[config.mk]
export PLATFORM = sky130hd
export DESIGN_NAME = in_port_buffer
export DESIGN_NICKNAME = d
export VERILOG_FILES = /design/src/rtl/in_port_buffer.sv
export SDC_FILE = /design/constraint.sdc
export NUM_CORES = 1
export LEC_CHECK = 0
export CORE_AREA = 2 2 371 373
export DETAILED_ROUTE_END_ITERATION = 7
export DIE_AREA = 0 0 373 375
export PLACE_DENSITY_LB_ADDON = 0.2
export SETUP_SLACK_MARGIN = 0.05
export SLEW_MARGIN = 5
export SYNTH_ARGS = -nofsm -noshare
export SYNTH_HDL_FRONTEND = slang
export SYNTH_SLANG_ARGS = --single-unit
[constraint.sdc]
create_clock -name clk -period 5.1 [get_ports clk]
set_input_delay 1.02 -clock clk [delete_from_list [all_inputs] [get_ports clk]]
set_output_delay 1.02 -clock clk [all_outputs]
set_load 0.03 [all_outputs]
[src/rtl/in_port_buffer.sv]
// ----------------------------------------------------------------------------
// in_port_buffer
//
// Input-port flit buffer for a 2-D mesh router. Incoming flits are routed
// with dimension-weighted XY logic at write time and the resulting one-hot
// output request is stored alongside each flit. The oldest flit and its
// request are presented on registered outputs. An output switch removes the
// head by returning a matching single-bit grant_clear.
//
// Parameters
//   DATA_WIDTH : flit width in bits
//   FIFO_DEPTH : flit slots (power of two, >= 4)
//   COORD_W    : width of each destination coordinate
//   POS_X/POS_Y: coordinates of this router
//
// Ports
//   clk          : clock, all state on the rising edge
//   rst          : asynchronous active-low reset
//   in_flit      : link flit, dest_x = [COORD_W-1:0], dest_y = [2*COORD_W-1:COORD_W]
//   in_valid     : in_flit present this cycle
//   busy         : backpressure to the upstream output switch
//   head_flit    : oldest stored flit
//   route_valid  : one-hot request of the head (0 N, 1 E, 2 S, 3 W, 4 Local), 0 if empty
//   grant_clear  : per-output-switch clear for this input
//   overflow_err : sticky, a flit was dropped
//   proto_err    : sticky, an illegal clear was received
//   fwd_count    : popped-flit counter (only with INPORT_STATS_EN)
//   drop_count   : dropped-flit counter (only with INPORT_STATS_EN)
//
// Build option
//   INPORT_STATS_EN : when defined, fwd_count/drop_count are live 32-bit
//                     wrapping counters; otherwise both are tied to 0.
// ----------------------------------------------------------------------------
module in_port_buffer #(
  parameter int DATA_WIDTH = 288,
  parameter int FIFO_DEPTH = 4,
  parameter int COORD_W    = 4,
  parameter int POS_X      = 0,
  parameter int POS_Y      = 0
) (
  input  logic                  clk,
  input  logic                  rst,
  input  logic [DATA_WIDTH-1:0] in_flit,
  input  logic                  in_valid,
  output logic                  busy,
  output logic [DATA_WIDTH-1:0] head_flit,
  output logic [4:0]            route_valid,
  input  logic [4:0]            grant_clear,
  output logic                  overflow_err,
  output logic                  proto_err,
  output logic [31:0]           fwd_count,
  output logic [31:0]           drop_count
);

  localparam int PTR_W = $clog2(FIFO_DEPTH);
  localparam int CNT_W = PTR_W + 1;

  localparam logic [CNT_W-1:0]   L_FULL    = CNT_W'(FIFO_DEPTH);
  localparam logic [CNT_W-1:0]   L_BUSY_TH = CNT_W'(FIFO_DEPTH - 1);
  localparam logic [COORD_W-1:0] L_POS_X   = COORD_W'(POS_X);
  localparam logic [COORD_W-1:0] L_POS_Y   = COORD_W'(POS_Y);

  localparam logic [4:0] R_N = 5'b00001;
  localparam logic [4:0] R_E = 5'b00010;
  localparam logic [4:0] R_S = 5'b00100;
  localparam logic [4:0] R_W = 5'b01000;
  localparam logic [4:0] R_L = 5'b10000;

  // Storage (no reset: contents are discarded by clearing the pointers)
  logic [DATA_WIDTH-1:0] r_mem       [FIFO_DEPTH];
  logic [4:0]            r_route_mem [FIFO_DEPTH];

  logic [PTR_W-1:0]      r_wr_ptr;
  logic [PTR_W-1:0]      r_rd_ptr;
  logic [CNT_W-1:0]      r_count;
  logic [DATA_WIDTH-1:0] r_head_flit;
  logic [4:0]            r_route_valid;
  logic                  r_overflow_err;
  logic                  r_proto_err;

  logic [COORD_W-1:0] w_dest_x;
  logic [COORD_W-1:0] w_dest_y;
  logic [COORD_W:0]   w_dist_x;
  logic [COORD_W:0]   w_dist_y;
  logic [4:0]         w_x_dir;
  logic [4:0]         w_y_dir;
  logic [4:0]         w_in_route;
  logic               w_full;
  logic               w_empty;
  logic               w_pop;
  logic               w_push;
  logic               w_drop;
  logic               w_illegal;
  logic [PTR_W-1:0]   w_rd_ptr_inc;

  // --------------------------------------------------------------------------
  // Route computation for the incoming flit
  // --------------------------------------------------------------------------
  assign w_dest_x = in_flit[COORD_W-1:0];
  assign w_dest_y = in_flit[2*COORD_W-1:COORD_W];

  always_comb begin
    w_dist_x   = (w_dest_x > L_POS_X) ? ({1'b0, w_dest_x} - {1'b0, L_POS_X})
                                      : ({1'b0, L_POS_X} - {1'b0, w_dest_x});
    w_dist_y   = (w_dest_y > L_POS_Y) ? ({1'b0, w_dest_y} - {1'b0, L_POS_Y})
                                      : ({1'b0, L_POS_Y} - {1'b0, w_dest_y});
    w_x_dir    = (w_dest_x > L_POS_X) ? R_E : R_W;
    w_y_dir    = (w_dest_y < L_POS_Y) ? R_N : R_S;
    w_in_route = R_L;
    if (w_dest_x == L_POS_X && w_dest_y == L_POS_Y) begin
      w_in_route = R_L;
    end else if (w_dest_x == L_POS_X) begin
      w_in_route = w_y_dir;
    end else if (w_dest_y == L_POS_Y) begin
      w_in_route = w_x_dir;
    end else if (w_dist_x >= w_dist_y) begin
      // Larger distance wins; a tie goes to the X axis.
      w_in_route = w_x_dir;
    end else begin
      w_in_route = w_y_dir;
    end
  end

  // --------------------------------------------------------------------------
  // Push / pop decisions
  // --------------------------------------------------------------------------
  assign w_full  = (r_count == L_FULL);
  assign w_empty = (r_count == '0);

  // route_valid is one-hot when occupied and zero when empty, so an exact
  // match is a legal single-bit clear of a non-empty FIFO; anything else
  // non-zero is a protocol error and does not pop.
  assign w_pop     = (grant_clear != 5'b0) && (grant_clear == r_route_valid);
  assign w_illegal = (grant_clear != 5'b0) && !w_pop;
  assign w_push    = in_valid && (!w_full || w_pop);
  assign w_drop    = in_valid && !w_push;

  assign w_rd_ptr_inc = r_rd_ptr + PTR_W'(1);

  // --------------------------------------------------------------------------
  // Flit storage
  // --------------------------------------------------------------------------
  always_ff @(posedge clk) begin
    if (w_push) begin
      r_mem[r_wr_ptr]       <= in_flit;
      r_route_mem[r_wr_ptr] <= w_in_route;
    end
  end

  // --------------------------------------------------------------------------
  // Pointers, occupancy, head registers and sticky errors
  // --------------------------------------------------------------------------
  always_ff @(posedge clk or negedge rst) begin
    if (!rst) begin
      r_wr_ptr       <= '0;
      r_rd_ptr       <= '0;
      r_count        <= '0;
      r_head_flit    <= '0;
      r_route_valid  <= '0;
      r_overflow_err <= 1'b0;
      r_proto_err    <= 1'b0;
    end else begin
      if (w_push) begin
        r_wr_ptr <= r_wr_ptr + PTR_W'(1);
      end
      if (w_pop) begin
        r_rd_ptr <= w_rd_ptr_inc;
      end

      case ({w_push, w_pop})
        2'b10:   r_count <= r_count + CNT_W'(1);
        2'b01:   r_count <= r_count - CNT_W'(1);
        default: r_count <= r_count;
      endcase

      // The head is a register copy of slot rd_ptr. On a pop the successor
      // is read ahead from storage; if the FIFO held only the popped flit,
      // a same-cycle push bypasses straight into the head.
      if (w_pop) begin
        if (r_count > CNT_W'(1)) begin
          r_head_flit   <= r_mem[w_rd_ptr_inc];
          r_route_valid <= r_route_mem[w_rd_ptr_inc];
        end else if (w_push) begin
          r_head_flit   <= in_flit;
          r_route_valid <= w_in_route;
        end else begin
          r_route_valid <= 5'b0;  // head_flit holds its last value
        end
      end else if (w_push && w_empty) begin
        r_head_flit   <= in_flit;
        r_route_valid <= w_in_route;
      end

      if (w_drop) begin
        r_overflow_err <= 1'b1;
      end
      if (w_illegal) begin
        r_proto_err <= 1'b1;
      end
    end
  end

  // Threshold at DEPTH-1 leaves one slot for the flit the upstream switch
  // may already have issued before it sees busy.
  assign busy         = (r_count >= L_BUSY_TH);
  assign head_flit    = r_head_flit;
  assign route_valid  = r_route_valid;
  assign overflow_err = r_overflow_err;
  assign proto_err    = r_proto_err;

  // --------------------------------------------------------------------------
  // Statistics
  // --------------------------------------------------------------------------
`ifdef INPORT_STATS_EN
  logic [31:0] r_fwd_count;
  logic [31:0] r_drop_count;

  always_ff @(posedge clk or negedge rst) begin
    if (!rst) begin
      r_fwd_count  <= 32'd0;
      r_drop_count <= 32'd0;
    end else begin
      if (w_pop) begin
        r_fwd_count <= r_fwd_count + 32'd1;
      end
      if (w_drop) begin
        r_drop_count <= r_drop_count + 32'd1;
      end
    end
  end

  assign fwd_count  = r_fwd_count;
  assign drop_count = r_drop_count;
`else
  assign fwd_count  = 32'd0;
  assign drop_count = 32'd0;
`endif

endmodule
Word level (Yosys, flattened, before mapping). Memories as Yosys holds them, arrays and structs flattened. Index checks and enable logic that the tools add are counted.

Muxes and demuxes: 19. Reduce and logical (&&, ||, !) cells: 17. Bitwise gates (word level): 0. Shifts and indexed selects: 0. Add/subtract/negate cells: 6. Order comparisons: 6. Div/mod/pow operators: 0. $mul: 0. Equality and inequality tests: 5.

Operators with widths (count): $mux 288 (4); $mux 5 (7); $mux 4 (4); $sub 1x4->5 const A (2); $gt 4x1->1 const B (2); $logic_not 4->1 (2); $logic_and 1x1->1 (6); $pmux 3 s2 (1); $eq 5x5->1 (1); $ge 5x5->1 (1); $reduce_bool 5->1 (1); $add 2x1->2 const B (2); $lt 4x1->1 const B (1); $reduce_bool 2->1 (2); $add 3x1->3 const B (1); $eq 3x3->1 const B (1); $ge 3x2->1 const B (1); $gt 3x1->1 const B (1); $logic_not 1->1 (3); $logic_not 3->1 (1); $mux 3 (1); $ne 3x1->1 const B (1); $sub 3x1->3 const B (1); $eq 2x1->1 const B (1); other kinds (4) (5).

Memories kept: 2. Register bits after elaboration: 302. Memory bits (read-only): 0. Logic and storage cells: 62. Latch bits: 0. Bits of input ports: 296. Memory bits (writable): 1172.

Memory list: r_mem (depth 4, width 288, read ports 1, clocked after Yosys merged registers in 0, write ports 1, line 70) `logic [DATA_WIDTH-1:0] r_mem [FIFO_DEPTH];`; r_route_mem (depth 4, width 5, read ports 1, clocked after Yosys merged registers in 0, write ports 1, line 71) `logic [4:0] r_route_mem [FIFO_DEPTH];`.

Logic depth before layout (Yosys ltp).
Depth after elaboration: 10. Depth in mapped cells: 10. Mapped depth without buffers: 10.

Worst setup path after synthesis. OpenSTA, ideal clock, no wires.

Kind: input port to flip-flop. Start point: input grant_clear[0]. End point: memory r_mem[0][0] (enable). Slack: -853 ps. Data arrival time: 5422 ps. Data required time: 4569 ps. Buffers on the path: 1. Cell stages on the path: 6. Cell sequence: xnor2_1 > and4_1 > and3_4 > buf_6 > o21a_4 > and2_2.

Cells in the longest elaborated chain, start to end: 6. Elaborated cells on any way between the ends: 7. Those cells by class: 1 x eq/ne; 2 x mux; 4 x reduce/logical.

Ends and longest elaborated chain: from (decl) (line 48) `input logic [4:0] grant_clear,`; $eq 5x5->1 or $reduce_bool 5->1 (tied branches) (line 133) `assign w_pop = (grant_clear != 5'b0) && (grant_clear == r_route_valid);`; $logic_and 1x1->1 (*) (line 133); $logic_or 1x1->1 (*) (line 135) `assign w_push = in_valid && (!w_full || w_pop);`; $logic_and 1x1->1 (*) (line 135); $mux 1 (*) (line 144) `if (w_push) begin`; $mux 1 (implied by the code) (*) (line 145) `r_mem[r_wr_ptr] <= in_flit;`; to (decl) (line 70).

Mark *: on every way between the ends. The rest lies on a longest branch, timed or not.

Worst setup path in the final report.
Start point: register r_count[2]. End point: output busy.

Cells in the longest elaborated chain, start to end: 1.

Ends and longest elaborated chain: from (decl) (line 75) `logic [CNT_W-1:0] r_count;`; from (signal assigned) (line 171) `2'b10: r_count <= r_count + CNT_W'(1);`; from (signal assigned) (line 172) `2'b01: r_count <= r_count - CNT_W'(1);`; from (signal assigned) (line 173) `default: r_count <= r_count;`; $ge 3x2->1 (line 205) `assign busy = (r_count >= L_BUSY_TH);`; to (decl) (line 45) `output logic busy,`.

No other way between the ends.

==> flow_summary.yaml <==
setup_path:
  reg2reg_from: "route_valid[0]"
  regToRegSetupSlack_ns: 2.10
  cp.arrival_ns: 2.54
  cp_max_fo: 6
  endpoint_kind: "primary output"
  r2r_end: "r_mem[3][24]"
  r2r_cells: 7
  worstSetupStartpointType: "flop"
  crit_type: "reg2out"
  required_ns: 4.08
grt:
  grt_max_degree: 120
  grtUsageTotal_pct: 19.4
  met3_usage_pct: 3.79
  grt_pass1_vias: 32000
  grt_pass1_wl_um: 206000
  grt_overflow: 0
  grt_antenna_before_repair: 6
  busiest_layer: "met2"
  use_met2_pct: 30.7
  grt_use_met1_pct: 27.4
pwr:
  power.net_switching_mw: 13.9
  seq_power_share_pct: 41.4
  internal_power_mw: 28.7
  power_frac_clock_pct: 25.9
  ir_drop_v: 0.000388
  p_leak_nw: 24.2
  power.density_nw_per_um2: 608
  p_sw_share_pct: 32.6
  pwr-share-comb_pct: 32.7
clock_network:
  numCtsBuffers: 154
  postCtsHoldBufs: 0
  h-tree-depth: 4
  cts_buffer_depth: 3
  cts-root-buf: "clkbuf_16"
  clk_pin_slew_ns: 0.06
  ctsResizeCount: 0
  cts.sinks: 1474
  cts_tree: "done"
  clk_latency_ns: 0.77
  cts_setup_buffers: 0
drt:
  vias: 31300
  detail-route-antenna-nets: 0
  wire_per_inst_um: 23.0
  viasPerCell: 5.33
  dr.pass1.iters: 6
  wl_um: 135000
  drc: 0
  drtIter0Drc: 2529
die:
  dieArea_sq_um: 140000
  core.rowCount: 136
  core_region_area_sq_um: 136000
  io_pins: 656
  die_y_um: 375
  die_w_um: 373
  initial_core_util_pct: 41.7
sta:
  relSlewSlack_pct: 39.8
  max_freq_ghz: 0.281
  period_needed_ns: 3.56
  clock_skew_ns: 0.0313
  rsz0062_at_grt: "no"
  maxSlewViolCount: 0
  finalCritPeriodShare_pct: 69.8
  setup_viol: 0
  worst_pin_slew_ns: 0.903
  hold_viol: 0
  setup_slack_ns: 1.54
layout:
  area_delta_synth_final_pct: 23.2
  final_core_util_pct: 51.4
  final_cell_mix: "1,172 x edfxtp_1, 595 x nand2_1, 590 x clkdlybuf4s50_1"
  layout_commonest_cell: "edfxtp_1"
  layout-drive-gt1-share_pct: 15.5
  finalNetCount: 4268
synth:
  ys_warn_count: 0
  synth-edff-count: 1172
  synth_flop_cell: "edfxtp_1"
  synth-seq-cells: 1474
  yosysUniqueCellTypes: 47
  yosys.area.top_type_share_pct: 61.9
  yosys-top-cells-area: "edfxtp_1 62%, dfrtp_1 13%, mux4_2 12%"
  postSynthAreaPerCell_sq_um: 17.2
  ys_seq_area_share_pct: 75.2
  yosys.area.top_type: "edfxtp_1"
  syn_inst: 3312
  syn_area_sq_um: 56800
  async_reset_ff_share_pct: 20.5
placement:
  gp_congestion: 0.736
  port_buffers: 591
  dp_hpwl_um: 83300
  place_ws_ns: 1.08
min_path:
  min_path_type: "in2async"
outcome:
  status: "completed"
flow_run:
  maxCapViolations: 0
==> synthesized netlist by cell type, drive strengths merged (2+ instances only) <==
cell	instances
a31oi	291
a221o	2
a31o	2
dfrtp	302
o21ai	9
and2	6
xnor2	9
nand3	7
nand2	595
o211ai	4
inv	10
edfxtp	1172
ha	16
a21oi	7
o21a	3
nand4	2
a32oi	4
or2	2
clkbuf	75
and3	4
nor2	297
mux4	293
buf	186
==> power by group through the flow <==
stage	Sequential, mW	Clock (mW)	Combinational [mW]
2_1_floorplan	19.9	0	6.69
3_3_place_gp	17.8	0	14.1
3_5_place_dp	17.8	0	14.2
4_1_cts	17.6	11.3	14.2
5_1_grt	17.9	11.8	14.9
6_report	17.6	11.0	13.9
==> metal layers <==
layer  share of wire (%)  wire length [um]
met2                  48             65100
met5               0.041                55
met4                 2.2              2950
met3                 5.7              7760
met1                  44             59500
==> per-stage QoR <==
stage	instances	hold slack [ns]	area, sq um	total power [mW]	setup TNS [ns]
5_1_grt	5882	0.267	70000	44.6	0
3_5_place_dp	5594	0.515	65000	32.0	0
6_report	5882	0.267	70000	42.5	0
2_1_floorplan	3375	0.535	57100	26.6	-999.71
4_1_cts	5881	0.228	70000	43.2	0
3_3_place_gp	5594	0.505	65000	31.9	0
==> worst max-delay path by stage <==
stage / cells after the start / slack (ns) / startpoint / to
finish: 5 / 1.54 / r_count[2] / busy
global route: 5 / 1.35 / r_count[2] / busy
CTS: 5 / 1.44 / r_count[2] / busy
detailed placement: 8 / 1.08 / grant_clear[0] / r_mem[0][118]
global placement: 8 / 1.08 / grant_clear[2] / r_mem[0][118]
floorplan: 6 / -0.85 / grant_clear[0] / r_mem[0][0]
==> worst max-delay path, cell delays in order, from the launching register on <==
cell             delay (ns)
dfrtp_1                0.44
inv_1                  0.17
ha_1                   0.17
nor2_1                 0.04
o21ai_0                0.12
clkdlybuf4s50_1        0.86
==> logic make-up after synthesis <==
logic type / share of synthesized area (%)
DFF: 75.2
adders and majority gates: 0.352
muxes: 11.7
and+or+nand+nor: 6.21
AOI/OAI and AO/OA: 3.67
xor gates and xnor gates: 0.139
other: 0.00660
buffers and inverters: 2.75
==> flip-flops by register name, indices dropped and copies added (netlist names), 2 cells and up <==
signal / cells
route_valid: 5
head_flit: 288
r_wr_ptr: 2
r_mem: 1152
r_rd_ptr: 2
r_count: 3
r_route_mem: 20
==> area by class of cell <==
class	count	area (sq um)
Antenna cell	1	2.50
Tap cell	1794	2240
Sequential cell	1474	42800
Fill cell	11200	66300
Clock inverter	58	614
Inverter	10	37.5
Timing Repair Buffer	686	7150
Multi-Input combinational cell	1630	12800
Clock buffer	229	4420
No activity file was read; power rests on OpenSTA's default activity.
